<file path="config.mk">
export PLATFORM = sky130hd
export DESIGN_NAME = exp_adder_pipe
export DESIGN_NICKNAME = d
export VERILOG_FILES = /design/src/rtl/exp_adder_pipe.sv
export SDC_FILE = /design/constraint.sdc
export NUM_CORES = 1
export LEC_CHECK = 0
export ABC_AREA = 0
export CAP_MARGIN = 30
export CORE_ASPECT_RATIO = 1.25
export CORE_MARGIN = 4
export CORE_UTILIZATION = 42
export CTS_CLUSTER_SIZE = 8
export DETAILED_ROUTE_END_ITERATION = 6
export GPL_TIMING_DRIVEN = 0
export HOLD_SLACK_MARGIN = 0.08
export PLACE_DENSITY_LB_ADDON = 0.08
export REMOVE_ABC_BUFFERS = 1
export SETUP_SLACK_MARGIN = 0.4
export SLEW_MARGIN = 20
export SYNTH_ARGS = -nofsm -noshare
export SYNTH_HDL_FRONTEND = slang
export SYNTH_SLANG_ARGS = --single-unit
</file>
<file path="constraint.sdc">
create_clock -name clk -period 1.25 [get_ports clk]
set_input_delay 0.25 -clock clk [delete_from_list [all_inputs] [get_ports clk]]
set_output_delay 0.25 -clock clk [all_outputs]
set_load 0.1 [all_outputs]
</file>
<file path="src/rtl/exp_adder_pipe.sv">
// exp_adder_pipe: two-stage exponent unit for the floating-point multiplier.
// Stage 1 adds the two biased exponents plus the normalisation increment.
// Stage 2 removes the bias, classifies the result (zero / overflow / underflow)
// and registers the outputs.
//
// Handshake: a transfer happens on a rising clk edge when valid and ready are
// both high. Input transfer = i_valid & o_ready, output transfer =
// o_valid & i_ready. o_ready depends combinationally on i_ready, so a full
// pipe keeps accepting one operand set per cycle while downstream drains it.
//
// Build option: define EXP_ADDER_SAT_EN to saturate o_exponente on overflow
// (all ones) and underflow (zero). Without it the exponent wraps and only the
// flags report the out-of-range result.
module exp_adder_pipe #(
  parameter int NB_EXP = 4,
  parameter int BIAS   = 7
) (
  input  logic              clk,
  input  logic              i_reset,
  input  logic              i_valid,
  output logic              o_ready,
  input  logic [NB_EXP-1:0] i_exponente_1,
  input  logic [NB_EXP-1:0] i_exponente_2,
  input  logic              i_norm_inc,
  output logic              o_valid,
  input  logic              i_ready,
  output logic [NB_EXP-1:0] o_exponente,
  output logic              o_zero,
  output logic              o_overflow,
  output logic              o_underflow
);

  // Two guard bits: one for the carry of A+B+inc, one for the sign after
  // the bias is removed.
  localparam int SW = NB_EXP + 2;

  localparam logic signed [SW-1:0] BIAS_S  = SW'(BIAS);
  localparam logic signed [SW-1:0] EXP_MAX = SW'((1 << NB_EXP) - 1);

  // Stage 1 state
  logic          v1;
  logic [SW-1:0] sum1;
  logic          zero1;

  // Stage 2 state (drives the outputs directly)
  logic              v2;
  logic [NB_EXP-1:0] exp2;
  logic              zero2;
  logic              ovf2;
  logic              unf2;

  // Advance controls
  logic load1;
  logic load2;

  // Stage 1 combinational results
  logic [SW-1:0] sum_in;
  logic          zero_in;

  // Stage 2 combinational results
  logic signed [SW-1:0] diff;
  logic                 ovf_raw;
  logic                 unf_raw;
  logic                 ovf_next;
  logic                 unf_next;
  logic [NB_EXP-1:0]    exp_next;

  // Stage 2 may load when it is empty or its result is leaving this cycle;
  // stage 1 may load when it is empty or can push into stage 2.
  always_comb begin
    load2 = !v2 || i_ready;
    load1 = !v1 || load2;
  end

  assign o_ready = load1;

  // Stage 1 datapath: zero-extended sum of both exponents and the increment.
  always_comb begin
    sum_in  = {2'b00, i_exponente_1} + {2'b00, i_exponente_2}
            + {{(SW-1){1'b0}}, i_norm_inc};
    zero_in = (i_exponente_1 == '0) || (i_exponente_2 == '0);
  end

  // Stage 1 register: valid follows the input on every advance; data only
  // changes when a new operand set actually arrives.
  always_ff @(posedge clk or posedge i_reset) begin
    if (i_reset) begin
      v1    <= 1'b0;
      sum1  <= '0;
      zero1 <= 1'b0;
    end else if (load1) begin
      v1 <= i_valid;
      if (i_valid) begin
        sum1  <= sum_in;
        zero1 <= zero_in;
      end
    end
  end

  // Stage 2 datapath: unbias and classify with priority zero > over > under.
  always_comb begin
    diff     = $signed(sum1) - BIAS_S;
    ovf_raw  = !diff[SW-1] && (diff > EXP_MAX);
    unf_raw  = diff[SW-1] || (diff == '0);
    ovf_next = !zero1 && ovf_raw;
    unf_next = !zero1 && !ovf_raw && unf_raw;
    exp_next = diff[NB_EXP-1:0];
    if (zero1) begin
      exp_next = '0;
    end
`ifdef EXP_ADDER_SAT_EN
    else if (ovf_next) begin
      exp_next = '1;
    end else if (unf_next) begin
      exp_next = '0;
    end
`endif
  end

  // Stage 2 register: holds while stalled; data is kept across bubbles so
  // the outputs never change while o_valid is low.
  always_ff @(posedge clk or posedge i_reset) begin
    if (i_reset) begin
      v2    <= 1'b0;
      exp2  <= '0;
      zero2 <= 1'b0;
      ovf2  <= 1'b0;
      unf2  <= 1'b0;
    end else if (load2) begin
      v2 <= v1;
      if (v1) begin
        exp2  <= exp_next;
        zero2 <= zero1;
        ovf2  <= ovf_next;
        unf2  <= unf_next;
      end
    end
  end

  assign o_valid     = v2;
  assign o_exponente = exp2;
  assign o_zero      = zero2;
  assign o_overflow  = ovf2;
  assign o_underflow = unf2;

endmodule

</file>
# --- After elaboration in Yosys (flattened, before gate mapping) ---
# Index checks and enable logic that the tools add are counted.
word_totals:
  reg_bits: 16
  input_bits: 13
  out_inout_bits: 9
  wordCells: 31
op_classes:
  addsub: 3
  n_lt_le_gt_ge: 1
  muxes: 1
  reduce_logical: 18
op_table:
  columns: ["cell", "n"]
  rows:
  - ["zero test 4 bit", 2]
  - ["adder 5 x 1 -> 6 bit", 1]
  - ["> comparator 6 x 5 -> 1 bit, second input constant", 1]
  - ["zero test 6 bit", 1]
  - ["subtractor 6 x 4 -> 6 bit, second input constant", 1]
  - ["adder 4 x 4 -> 5 bit", 1]
  - ["zero test 1 bit", 5]
  - ["logical AND 1 bit", 4]
  - ["logical OR 1 bit", 4]
  - ["2-to-1 mux 4 bit", 1]
  - ["AND reduction 2 bit", 2]

# --- Longest topological paths before layout ---
# Gate-level depths: netlist (run 1).
logic_depth:
  ltp_word: 6
  mapped_depth: 7
  ltp_nobuf: 7

# --- Worst setup path before layout (run 1) ---
# Ideal clock, no wire load.
synth_timing:
  kind: "reg-to-reg"
  from: "reg v2 (netlist: o_valid)"
  to: "reg sum1[0]"
  setup_ps: 125
  t_arrival_ps: 2566
  required_time_ps: 1125
  slack_ps: -1441
  stages_incl_launch_ff: 4
  path_buffers: 0
  period_less_slack_ps: 2691
  cell_sequence: "dfrtp_1 > nand3b_1 > nand2_1 > mux2_2"
synth_between:
  elab_chain_len: 4
synth_lines:
  columns: ["element", "line_no", "text"]
  rows:
  - ["start, declared", "46", "logic v2;"]
  - ["start signal, assigned", "130", "v2 <= v1;"]
  - ["zero test 1 bit", "71", "load2 = !v2 || i_ready;"]
  - ["logical OR 1 bit", "71", null]
  - ["logical OR 1 bit", "72", "load1 = !v1 || load2;"]
  - ["via o_ready", "21", "output logic o_ready,"]
  - ["AND reduction 2 bit (no line)", null, null]
  - ["end signal, assigned", "94", "sum1 <= sum_in;"]
  - ["end, declared", "42", "logic [SW-1:0] sum1;"]
# The timed path passes the listed nets, and every way through them passes these cells.
# A chain may end at the register's enable or synchronous reset.

# --- Worst setup path in the final report (run 1) ---
layout_timing:
  from: "reg v2 (netlist: o_valid)"
  to: "out o_ready"
layout_between:
  elab_chain_len: 3
layout_lines:
  columns: ["element", "line_no"]
  rows:
  - ["zero test 1 bit", "71"]
  - ["logical OR 1 bit", "71"]
  - ["logical OR 1 bit", "72"]
  - ["end, declared", "21"]
# Every way passes these cells.

==> results of run 1 <==
==> routing by layer <==
layer  wire [µm]  share of wire (%)  vias to the layer above  global-route usage [%]
met1         778                 38                      360                    16.4
met3          88                4.3                        4                    3.11
met4          54                2.6                        0                    12.3
met5           0                  0                        -                       0
li1            -                  -                      370                       -
met2        1130                 55                       23                    28.9
==> critical path: cells and delay by family (launching register included) <==
kind / cells / cell delay [ns]
simple gates: 1 / 0.17
flops: 1 / 0.41
buf+inv: 1 / 0.20
==> power breakdown <==
part	internal, mW	switching, mW
Combinational	0.619	0.823
Sequential	0.596	0.165
Clock	0.122	0.175
==> layout make-up <==
class | instances | area [µm²] | area share, %
timing repair buffer | 38 | 432 | 29.4
tap | 19 | 23.8 | 1.62
multi-input combinational | 60 | 587 | 39.9
sequential | 15 | 378 | 25.7
clock inverter | 1 | 7.51 | 0.511
inverter | 5 | 18.8 | 1.28
clock buffer | 3 | 22.5 | 1.53
==> kinds of logic (layout without fill, tap and decap cells) <==
logic type | Yosys count | after routing | synth area share (%)
buf+inv | 8 | 47 | 4.04
xor+xnor | 5 | 5 | 5.23
simple gates | 26 | 27 | 16.6
compound gates | 19 | 19 | 14.3
mux | 2 | 2 | 2.69
flops | 15 | 15 | 44.8
fa+ha+maj | 7 | 7 | 12.3
==> registers in the layout, indices dropped and copies added (netlist names) <==
name / cells
o_exponente: 4
o_zero: 1
v1: 1
o_overflow: 1
o_valid: 1
zero1: 1
o_underflow: 1
sum1: 5
==> path summary, 6_finish.rpt <==
| check | from | slack (ns) | endpoint | cells past startpoint |
|---|---|---|---|---|
| min in group clk | i_exponente_2[0] | 0.34 | zero1 | 4 |
| setup / recovery | o_valid | -0.07 | o_ready | 2 |
| hold / removal | i_reset | 0.29 | o_exponente[0] | 2 |
| hold reg to reg | o_exponente[0] | 0.54 | o_exponente[0] | 2 |
| setup reg to reg | sum1[0] | -0.07 | o_underflow | 5 |
| max in group asynchronous | i_reset | 0.56 | sum1[0] | 2 |
==> per-stage QoR <==
step / util, % / hold slack, ns
finish: 80.3 / 0.294
detailed placement: 57.7 / 0.467
floorplan: - / 0.151
global route: 80.3 / 0.341
global placement: 57.7 / 0.460
CTS: 75.8 / 0.311
==> cells in the final DEF, fill, tap and decap left out, types with 2 or more instances in the layout <==
| cell | Yosys | layout |
|---|---|---|
| buf_4 | 0 | 11 |
| dlygate4sd2_1 | 0 | 3 |
| clkdlybuf4s50_1 | 0 | 4 |
| nand2b_1 | 4 | 2 |
| nand2b_4 | 0 | 2 |
| ha_4 | 0 | 3 |
| clkbuf_4 | 0 | 3 |
| buf_2 | 3 | 4 |
| dfrtp_1 | 15 | 13 |
| nand2_2 | 0 | 2 |
| mux2_4 | 0 | 2 |
| inv_1 | 5 | 4 |
| nand2_4 | 0 | 2 |
| a21o_1 | 2 | 2 |
| o21ai_1 | 0 | 5 |
| o31ai_1 | 3 | 3 |
| ha_1 | 5 | 2 |
| o21ai_2 | 0 | 2 |
| nor2_1 | 3 | 3 |
| a21oi_2 | 0 | 4 |
| fa_2 | 0 | 2 |
| xor2_1 | 4 | 4 |
| buf_12 | 0 | 9 |
| dfrtp_2 | 0 | 2 |
| buf_6 | 0 | 5 |
| nor4_1 | 2 | 2 |
| nand2_1 | 12 | 8 |
==> timing repair <==
item,4_1_cts,5_1_grt
endpoints found under the setup margin,22,24
gates cloned,2,0
resized for setup,137,13
pin swaps,16,4
setup buffers,13,3
==> flow_metrics.py, run 1 <==
metrics = {
    "setup_path": {
        "critPathCaptureType": "output pin",
        "critical_path_at_ns": 1.07,
        "worstSetupPathType": "reg -> out",
        "timing.critical_path.cells": "nand3b_1 -> buf_12",
        "crit_slowest_cell": "dfrtp_1",
        "timing.critical_path.from_type": "register",
        "critical_path_required_ns": 1.00,
        "worst-path-max-fanout": 2,
        "critical-path-max-stage-delay_ns": 0.41,
    },
    "final_layout": {
        "num-fill-cells": 120,
        "layout-area-overhead-vs-synth_pct": 75.5,
        "final_area_um2": 1470,
        "num_antenna_cells": 0,
        "design.final.nets": 143,
        "drive_gt1_share_pct": 50.8,
        "layoutNonFillerInstCount": 141,
    },
    "sta": {
        "fin_crit_sh_pct": 106,
        "fin_setup_tns_ns": -0.285,
        "final-setup-viol-count": 9,
        "final.min_clock_period_ns": 1.32,
        "slew_headroom_pct": 62.8,
        "max_fclk_mhz": 755,
        "worst_pin_slew_ns": 0.557,
        "finalClockSkew_ns": 0.00600,
        "total_count_of_max_transition_violations_in_the_final_report": 0,
        "rsz0062_at_grt": "yes",
        "timing.final.ws_setup_ns": -0.0748,
        "final_hold_viol_count": 0,
    },
    "route": {
        "routed-via-count": 757,
        "wl_um": 2050,
        "avgViaCountPerCell": 5.37,
        "initialDrtViolationCount": 13,
        "drt.antenna.violating_nets": 0,
        "dr.pass1.iters": 4,
        "remaining_drc_errors": 0,
        "avgRoutedWirePerCell_um": 14.5,
    },
    "clocking": {
        "cts-hold-fix-buffers": 0,
        "htreeDepth": 1,
        "cts.sinks": 15,
        "cts_inserted_buffers": 3,
        "tritoncts": "built",
        "cts.root.buffer_cell": "clkbuf_4",
        "clock_latency_reported_for_the_late_side_of_the_worst_skew_pair_ns": 0.29,
        "clk_pin_slew_worst_paths_ns": 0.10,
        "clock_path_buffers": 2,
    },
    "run_status": {
        "run_status": "complete, but fails checks",
        "failed_checks": "negative setup slack",
    },
    "die": {
        "initial_utilization_pct": 45.8,
        "fp.coreArea_um2": 1830,
        "dieArea_um2": 2780,
        "rows": 17,
        "ioPinCount": 22,
        "die_height_um": 57.9,
        "dieWidth_um": 47.9,
    },
    "logic_synthesis": {
        "leading_cell_type_by_number_of_instances_after_synthesis": "dfrtp_1",
        "synth.largest_area_cell": "dfrtp_1",
        "synthArstFlopShare_pct": 100,
        "synthesis.area_um2": 837,
        "synth-main-ff-cell": "dfrtp_1",
        "synth_cells": 82,
        "yosys_warnings": 0,
        "synth_seq_cells": 15,
        "netlist_top_cells_count": "dfrtp_1, nand2_1, o21ai_0",
        "synth_edf_count": 0,
        "avgSynthCellArea_um2": 10.2,
        "synth.lib_cells_used.distinct": 24,
        "synth.yosys.seq_area_share_pct": 44.8,
        "synth_top_area_share_pct": 44.8,
        "synth_top_cells_by_area": "dfrtp_1, ha_1, nand2_1",
    },
    "min_path": {
        "worst_hold_path_type": "in -> async",
    },
    "place": {
        "io_buffers": 21,
        "dp_hpwl_um": 1180,
        "placed_cells": 119,
        "preCtsSetupSlack_ns": -1.01,
        "postPlaceCellArea_um2": 1060,
        "place.gp.congestion": 0.698,
    },
    "job": {
        "maxCapViolCount": 0,
    },
    "global_route": {
        "antenna_found_initial": 0,
        "grt_max_degree": 16,
        "grt_use_total_pct": 16.7,
        "first_global_vias": 801,
        "first_pass_grt_wire_length_um": 3240,
        "grt_overflow": 0,
    },
    "power": {
        "power_density_nw_per_um2": 1700,
        "worst_ir_drop_vdd_mv": 0.877,
        "leakagePower_nw": 0.665,
        "total_power_of_the_final_layout_mw": 2.50,
    },
}
No activity file was read; power rests on OpenSTA's default activity.
==> run 2: changes to the inputs <==
- CORE_MARGIN: 4 -> unset
==> flow_metrics.py, run 2 (same netlist as run 1, synthesis figures left out) <==
metrics = {
    "run_status": {
        "run_status": "complete, but fails checks",
        "failed_checks": "negative setup slack",
    },
    "sta": {
        "worst_pin_slew_ns": 0.333,
        "final_hold_viol_count": 0,
        "max_fclk_mhz": 732,
        "final-setup-viol-count": 4,
        "rsz0062_at_grt": "yes",
        "total_count_of_max_transition_violations_in_the_final_report": 0,
        "slew_headroom_pct": 77.7,
        "final.min_clock_period_ns": 1.37,
        "finalClockSkew_ns": 0.00418,
        "timing.final.ws_setup_ns": -0.117,
        "fin_crit_sh_pct": 109,
        "hold-worst-slack_ns": 0.275,
    },
    "global_route": {
        "first_global_vias": 688,
        "grt_use_total_pct": 17.9,
        "antenna_found_initial": 0,
        "grt_overflow": 0,
        "first_pass_grt_wire_length_um": 2860,
        "grt_max_degree": 16,
    },
    "place": {
        "preCtsSetupSlack_ns": -1.01,
        "postPlaceCellArea_um2": 1060,
        "place.gp.congestion": 0.675,
        "dp_hpwl_um": 1120,
        "io_buffers": 21,
    },
    "route": {
        "drt.antenna.violating_nets": 0,
        "dr.pass1.iters": 2,
        "wl_um": 1760,
        "remaining_drc_errors": 0,
        "routed-via-count": 714,
        "avgRoutedWirePerCell_um": 13.2,
        "avgViaCountPerCell": 5.37,
        "initialDrtViolationCount": 2,
    },
    "setup_path": {
        "crit_slowest_cell": "dfrtp_1",
        "critPathCaptureType": "output pin",
        "worst-path-max-fanout": 3,
        "worst_path_dominant_cell_family": "flip-flops",
        "timing.critical_path.from_type": "register",
        "critical_path_at_ns": 1.12,
        "worstSetupPathType": "reg -> out",
        "r2r_start": "sum1[0]",
        "r2r_cells": 5,
        "timing.critical_path.cells": "nand3b_1 -> buf_12",
        "path_buf_inv": 1,
        "worst-r2r-setup-slack_ns": -0.11,
        "critical-path-max-stage-delay_ns": 0.41,
        "reg2reg_to": "o_underflow",
        "critical_path_required_ns": 1.00,
    },
    "clocking": {
        "tritoncts": "built",
        "cts_inserted_buffers": 3,
        "clock_path_buffers": 2,
        "htreeDepth": 1,
        "clk_pin_slew_worst_paths_ns": 0.09,
        "cts.root.buffer_cell": "clkbuf_4",
        "cts.sinks": 15,
        "clock_latency_reported_for_the_late_side_of_the_worst_skew_pair_ns": 0.29,
        "cts-hold-fix-buffers": 0,
    },
    "power": {
        "worst_ir_drop_vdd_mv": 0.809,
        "power_density_nw_per_um2": 1750,
        "leakagePower_nw": 0.591,
    },
    "final_layout": {
        "layout-area-overhead-vs-synth_pct": 64.3,
        "final_common_cell": "dfrtp_1",
        "largest_register": "sum1",
        "design.final.nets": 135,
        "largest_reg_flops": 5,
        "drive_gt1_share_pct": 43.9,
        "mostFrequentLayoutCells": "dfrtp_1, nand2_1, buf_12, buf_4, o21ai_1",
        "num_antenna_cells": 0,
        "final_area_um2": 1380,
    },
    "die": {
        "die_height_um": 51.9,
        "dieArea_um2": 2180,
        "rows": 17,
        "fp.coreArea_um2": 1810,
        "dieWidth_um": 41.9,
        "ioPinCount": 22,
        "initial_utilization_pct": 46.3,
    },
    "min_path": {
        "worst_hold_path_type": "in -> async",
    },
    "job": {
        "maxCapViolCount": 0,
    },
}
-- run 2: routing by layer --
layer / up-vias / share of wire, % / track usage [%] / wire length [µm]
met3: 7 / 2.7 / 2.08 / 48
met1: 340 / 36 / 18.7 / 639
met4: 0 / 3.9 / 11.3 / 69
li1: 344 / - / - / -
met2: 23 / 57 / 33.6 / 1000
met5: - / 0 / 0 / 0
-- run 2: report_power, final --
part	leakage, nW	internal (mW)	switching [mW]
sequential	0.182	0.598	0.160
clock	0.0150	0.124	0.161
combinational	0.394	0.571	0.793
total	0.591	1.29	1.11
-- run 2: worst max path at each step --
stage | startpoint | end | slack (ns) | cells after the start
6_report | v1 | o_ready | -0.12 | 2
4_1_cts | o_valid | o_ready | -0.10 | 2
3_5_place_dp | i_ready | o_ready | -1.01 | 3
3_3_place_gp | i_ready | o_ready | -1.00 | 3
5_1_grt | sum1[0] | o_underflow | -0.15 | 5
2_1_floorplan | o_valid | sum1[0] | -1.71 | 3
-- run 2: cell type report --
cell class | instances | area, µm²
Multi-Input combinational cell | 59 | 534
Sequential cell | 15 | 379
Inverter | 5 | 22.5
Tap cell | 19 | 23.8
Clock buffer | 4 | 26.3
Timing Repair Buffer | 31 | 389
Fill cell | 134 | 433
-- run 2: repair_timing --
item | CTS | global route
pin swaps | 16 | 8
resized for setup | 128 | 11
setup endpoints to repair | 22 | 25
buffers inserted | 8 | 2
-- run 2: through the flow --
stage               cells  total power [mW]  util (%)  setup TNS, ns
global placement      119              1.70      58.4          -9.35
detailed placement    119              1.72      58.4          -9.76
floorplan              79              1.47         -         -14.03
global route          133              2.52      76.1         -0.593
CTS                   131              2.37      72.9         -0.188
finish                133              2.41      76.1         -0.303
-- run 2: worst reg2reg max path, stage by stage, from the launching register on --
cell and delay (ns):
dfrtp_2 0.47, ha_4 0.18, nor4bb_4 0.15, a21oi_1 0.14
o21ai_1 0.09, a32o_1 0.22
==> run 3: changes to the inputs <==
- CORE_UTILIZATION: 42 -> 45
- clock period: 1.25 -> 1.7 ns (I/O delays scaled with it)
==> flow_metrics.py, run 3 (same netlist as run 1, synthesis figures left out) <==
metrics = {
    "setup_path": {
        "timing.critical_path.cells": "nand3b_1 -> buf_12",
        "r2r_cells": 3,
        "critical_path_at_ns": 1.07,
        "critical_path_required_ns": 1.36,
        "critical-path-max-stage-delay_ns": 0.40,
        "critPathCaptureType": "output pin",
        "crit_slowest_cell": "dfrtp_1",
        "worstSetupPathType": "reg -> out",
        "timing.critical_path.from_type": "register",
        "worst-path-max-fanout": 3,
    },
    "route": {
        "wl_um": 1660,
        "avgRoutedWirePerCell_um": 12.8,
        "initialDrtViolationCount": 10,
        "routed-via-count": 689,
        "drt.antenna.violating_nets": 0,
        "remaining_drc_errors": 0,
        "dr.pass1.iters": 6,
        "avgViaCountPerCell": 5.30,
    },
    "power": {
        "power_density_nw_per_um2": 1280,
        "worst_ir_drop_vdd_mv": 0.500,
        "leakagePower_nw": 0.574,
    },
    "global_route": {
        "grt_use_met3_pct": 3.98,
        "global_route.peak_usage_layer": "met2",
        "grt_max_degree": 16,
        "first_pass_grt_wire_length_um": 2830,
        "grtUsageMet1_pct": 20.7,
        "first_global_vias": 711,
        "grt_use_total_pct": 19.8,
        "grt.met2_usage_pct": 35.4,
        "grt_overflow": 0,
        "antenna_found_initial": 0,
    },
    "sta": {
        "final.min_clock_period_ns": 1.41,
        "slew_headroom_pct": 63.6,
        "max_fclk_mhz": 707,
        "final_hold_viol_count": 0,
        "hold-worst-slack_ns": 0.398,
        "worst_pin_slew_ns": 0.546,
        "total_count_of_max_transition_violations_in_the_final_report": 0,
        "fin_crit_sh_pct": 83.2,
        "fin_setup_tns_ns": 0,
        "finalClockSkew_ns": 0.00403,
        "final-setup-viol-count": 0,
        "rsz0062_at_grt": "yes",
    },
    "place": {
        "placed_cells": 119,
        "dp_hpwl_um": 1140,
        "place.gp.congestion": 0.677,
        "io_buffers": 21,
        "postPlaceCellArea_um2": 1060,
    },
    "job": {
        "maxCapViolCount": 0,
    },
    "final_layout": {
        "final_area_um2": 1250,
        "num_antenna_cells": 0,
        "mostFrequentLayoutCells": "dfrtp_1, nand2_1, buf_6, buf_4",
        "design.final.nets": 132,
        "final_common_cell": "dfrtp_1",
        "num-fill-cells": 142,
        "layoutNonFillerInstCount": 130,
        "drive_gt1_share_pct": 37.8,
        "layout-area-overhead-vs-synth_pct": 48.9,
        "largest_reg_flops": 5,
        "largest_register": "sum1",
    },
    "die": {
        "initial_utilization_pct": 47.4,
        "ioPinCount": 22,
        "fp.coreArea_um2": 1770,
        "rows": 17,
        "dieArea_um2": 2040,
        "dieWidth_um": 40.6,
        "die_height_um": 50.2,
    },
    "min_path": {
        "worst_hold_path_type": "in -> async",
    },
    "clocking": {
        "clock_path_buffers": 2,
        "cts-hold-fix-buffers": 0,
        "cts_inserted_buffers": 3,
        "clk_pin_slew_worst_paths_ns": 0.09,
        "clock_latency_reported_for_the_late_side_of_the_worst_skew_pair_ns": 0.28,
        "tritoncts": "built",
        "cts.root.buffer_cell": "clkbuf_4",
        "cts.sinks": 15,
        "htreeDepth": 1,
    },
    "run_status": {
        "run_status": "finished, final reports clean",
    },
}
==> run 3: stage by stage <==
| stage | utilization, % | total power, mW | worst slack [ns] |
|---|---|---|---|
| floorplan | - | 1.08 | -1.26 |
| global placement | 59.8 | 1.25 | -0.733 |
| detailed placement | 59.8 | 1.27 | -0.766 |
| CTS | 67.0 | 1.54 | 0.294 |
| global route | 70.6 | 1.68 | 0.235 |
| finish | 70.6 | 1.59 | 0.286 |
==> run 3: worst max-delay path, delay by kind of cell, from the launching register on <==
kind	cells	cell delay, ns
and+or+nand+nor	1	0.19
buffers and inverters	1	0.21
DFF	1	0.40
==> run 3: routing by layer <==
layer  vias to the layer above  share of wire (%)
met2                        20                 55
met3                         4                3.1
met1                       327                 40
met4                         0                1.9
li1                        338                  -
met5                         -                  0
==> run 3: path summary, 6_finish.rpt <==
path,from,endpoint,slack [ns]
max in group asynchronous,i_reset,sum1[0],0.91
max,o_valid,o_ready,0.29
min reg2reg,o_overflow,o_overflow,0.50
max reg2reg,o_valid,sum1[0],0.35
min,i_reset,o_exponente[2],0.40
min in group clk,i_exponente_2[0],zero1,0.40
==> run 3: timing repair <==
item                                   4_1_cts  5_1_grt
pin swaps                                    7       12
endpoints found under the hold margin        0        0
gates cloned                                 0        0
gates resized for setup                     94       20
buffers inserted                             6        1
setup endpoints to repair                   18       15
==> run 3: power by group <==
part / total (mW) / switching [mW] / internal [mW]
combinational: 0.858 / 0.565 / 0.294
sequential: 0.533 / 0.0940 / 0.439
clock: 0.203 / 0.112 / 0.0911
total: 1.59 / 0.771 / 0.823
==> run 3: cell type report <==
type | count | area [µm²] | area share [%]
Clock buffer | 4 | 26.3 | 2.11
Inverter | 5 | 18.8 | 1.51
Multi-Input combinational cell | 59 | 504 | 40.5
Sequential cell | 15 | 378 | 30.3
Tap cell | 19 | 23.8 | 1.91
Timing Repair Buffer | 28 | 295 | 23.7
==> edit, RTL diff (flow settings as in run 2) <==
`NB_EXP`: 4 -> 3.
--- a/src/rtl/exp_adder_pipe.sv
+++ b/src/rtl/exp_adder_pipe.sv
@@ -12,7 +12,7 @@
 // (all ones) and underflow (zero). Without it the exponent wraps and only the
 // flags report the out-of-range result.
 module exp_adder_pipe #(
-  parameter int NB_EXP = 4,
+  parameter int NB_EXP = 3,
   parameter int BIAS   = 7
 ) (
   input  logic              clk,
Interface: changed (resized i_exponente_1, i_exponente_2 and o_exponente); port bits go from 22 to 19. The function was not compared with the original's and may differ.
==> edit against run 2 <==
The flow still finishes with violations (setup timing). Final area decreased by 19%. Final cell count shrank 16%. Sequential cell count is 2 lower. Critical path type unchanged. Synthesized area decreased by 17%. Clock skew grew 3.8 ps. Power down 14%. Maximum frequency up 2.8%. Largest cell class unchanged. Largest power group unchanged. Setup slack improved by 37 ps. Routed wire length decreased by 24%. First-iteration DRC count is the same. Synthesized cell count down 20%.
==> edit: results (changes against run 2) <==
Detail Placement HPWL: 918.9 um (-18%)
Status: complete, but fails checks
Area occupied by multi-input gates: 400.4 um2 (-25%)
Post-Route WL: 1.332 mm (-24%)
First-pass GRT wire length: 2.111 mm (-26%)
Psw: 0.9492 mW (-15%)
Largest net degree at the start of global routing: 14 (-2)
Post-synthesis sequential area ratio: 46.85% (+2.0 points)
Hold Slack: 277.7 ps (+2.766 ps)
Total Power: 2.066 mW (-14%)
R2r startpoint: o_valid
Synth Area in XOR/XNOR: 5.045% (-0.19 points)
Multiplexer area fraction after synthesis: 3.243% (+0.55 points)
Clock buffer count: 3 (-1)
Clock-cell share of area: 2.461% (+0.55 points)
Endpoints failing setup: 3 (-1)
Max VDD drop: 0.9294 mV (+15%)
Cell variety after synth: 20 (-17%)
Met3 Use GR: 2.791% (+0.71 points)
Vias in the first global route: 481 (-30%)
Seq/total area: 29.31% (+1.7 points)
Max FFs per register: 4 (-1)
Inverters: 6 (+1)
Area post-placement: 889.6 um2 (-16%)
Final Skew: 8.009 ps (+3.824 ps)
Failing checks: setup timing
Final worst slack: -80.07 ps (+36.84 ps)
Crit Reg-Reg Endpoint: sum1[1]
Comb pwr: 1.15 mW (-15%)
LEAKAGE: 0.5111 nW (-13%)
TNS Setup: -139.8 ps (+163.4 ps)
PD cells: 1847 nW/um2 (+5.5%)
Fraction of layout cells with a size suffix above 1: 43.62% (-0.24 points)
Met2 Usage GRT: 28.14% (-5.5 points)
Worst-Margin Slew: 488.2 ps (+155.0 ps)
Post-CTS Setup Bufs: 6 (-2)
Post-CTS sizing: 105 (-18%)
Area contributors post-synth: dfrtp_1 47%, ha_1 7.2%, fa_1 5.8%
Fill count: 135 (+0.75%)
NonClk Buf Share: 28.41% (+0.11 points)
Comb_multi_in: 46 (-22%)
Synth Area in Adders: 12.97% (+0.72 points)
Nets: 112 (-17%)
Post-synthesis compound-gate area fraction: 13.33% (-1.0 points)
Worst EP arrival: 1080 ps (-40 ps)
Plain + repair buffers: 25 (-19%)
edit: changes by cell type after synthesis, moves of 2 or more:
| cell | before | now |
|---|---|---|
| xnor2_1 | 1 | 4 |
| xor2_1 | 4 | 0 |
| dfrtp_1 | 15 | 13 |
| o21ai_0 | 7 | 4 |
| nor3_1 | 0 | 3 |
| nor4_1 | 2 | 0 |
| a21oi_1 | 4 | 2 |
| nor2_1 | 3 | 1 |
| nand2_1 | 12 | 10 |
| buf_2 | 3 | 0 |
edit: layer usage:
layer / share of wire (%) / wire length (um) / vias up
met3: 3.2 / 43 / 5
met2: 54 / 717 / 17
met5: 0 / 0 / -
met1: 40 / 533 / 268
met4: 2.9 / 38 / 0
li1: - / - / 280
edit: worst max-delay path by stage:
stage | endpoint | slack [ps]
after global placement | o_ready | -1030
final | o_ready | -80
after CTS | o_ready | -80
after global routing | o_ready | -120
after floorplan | sum1[1] | -1580
after detailed placement | o_ready | -1070
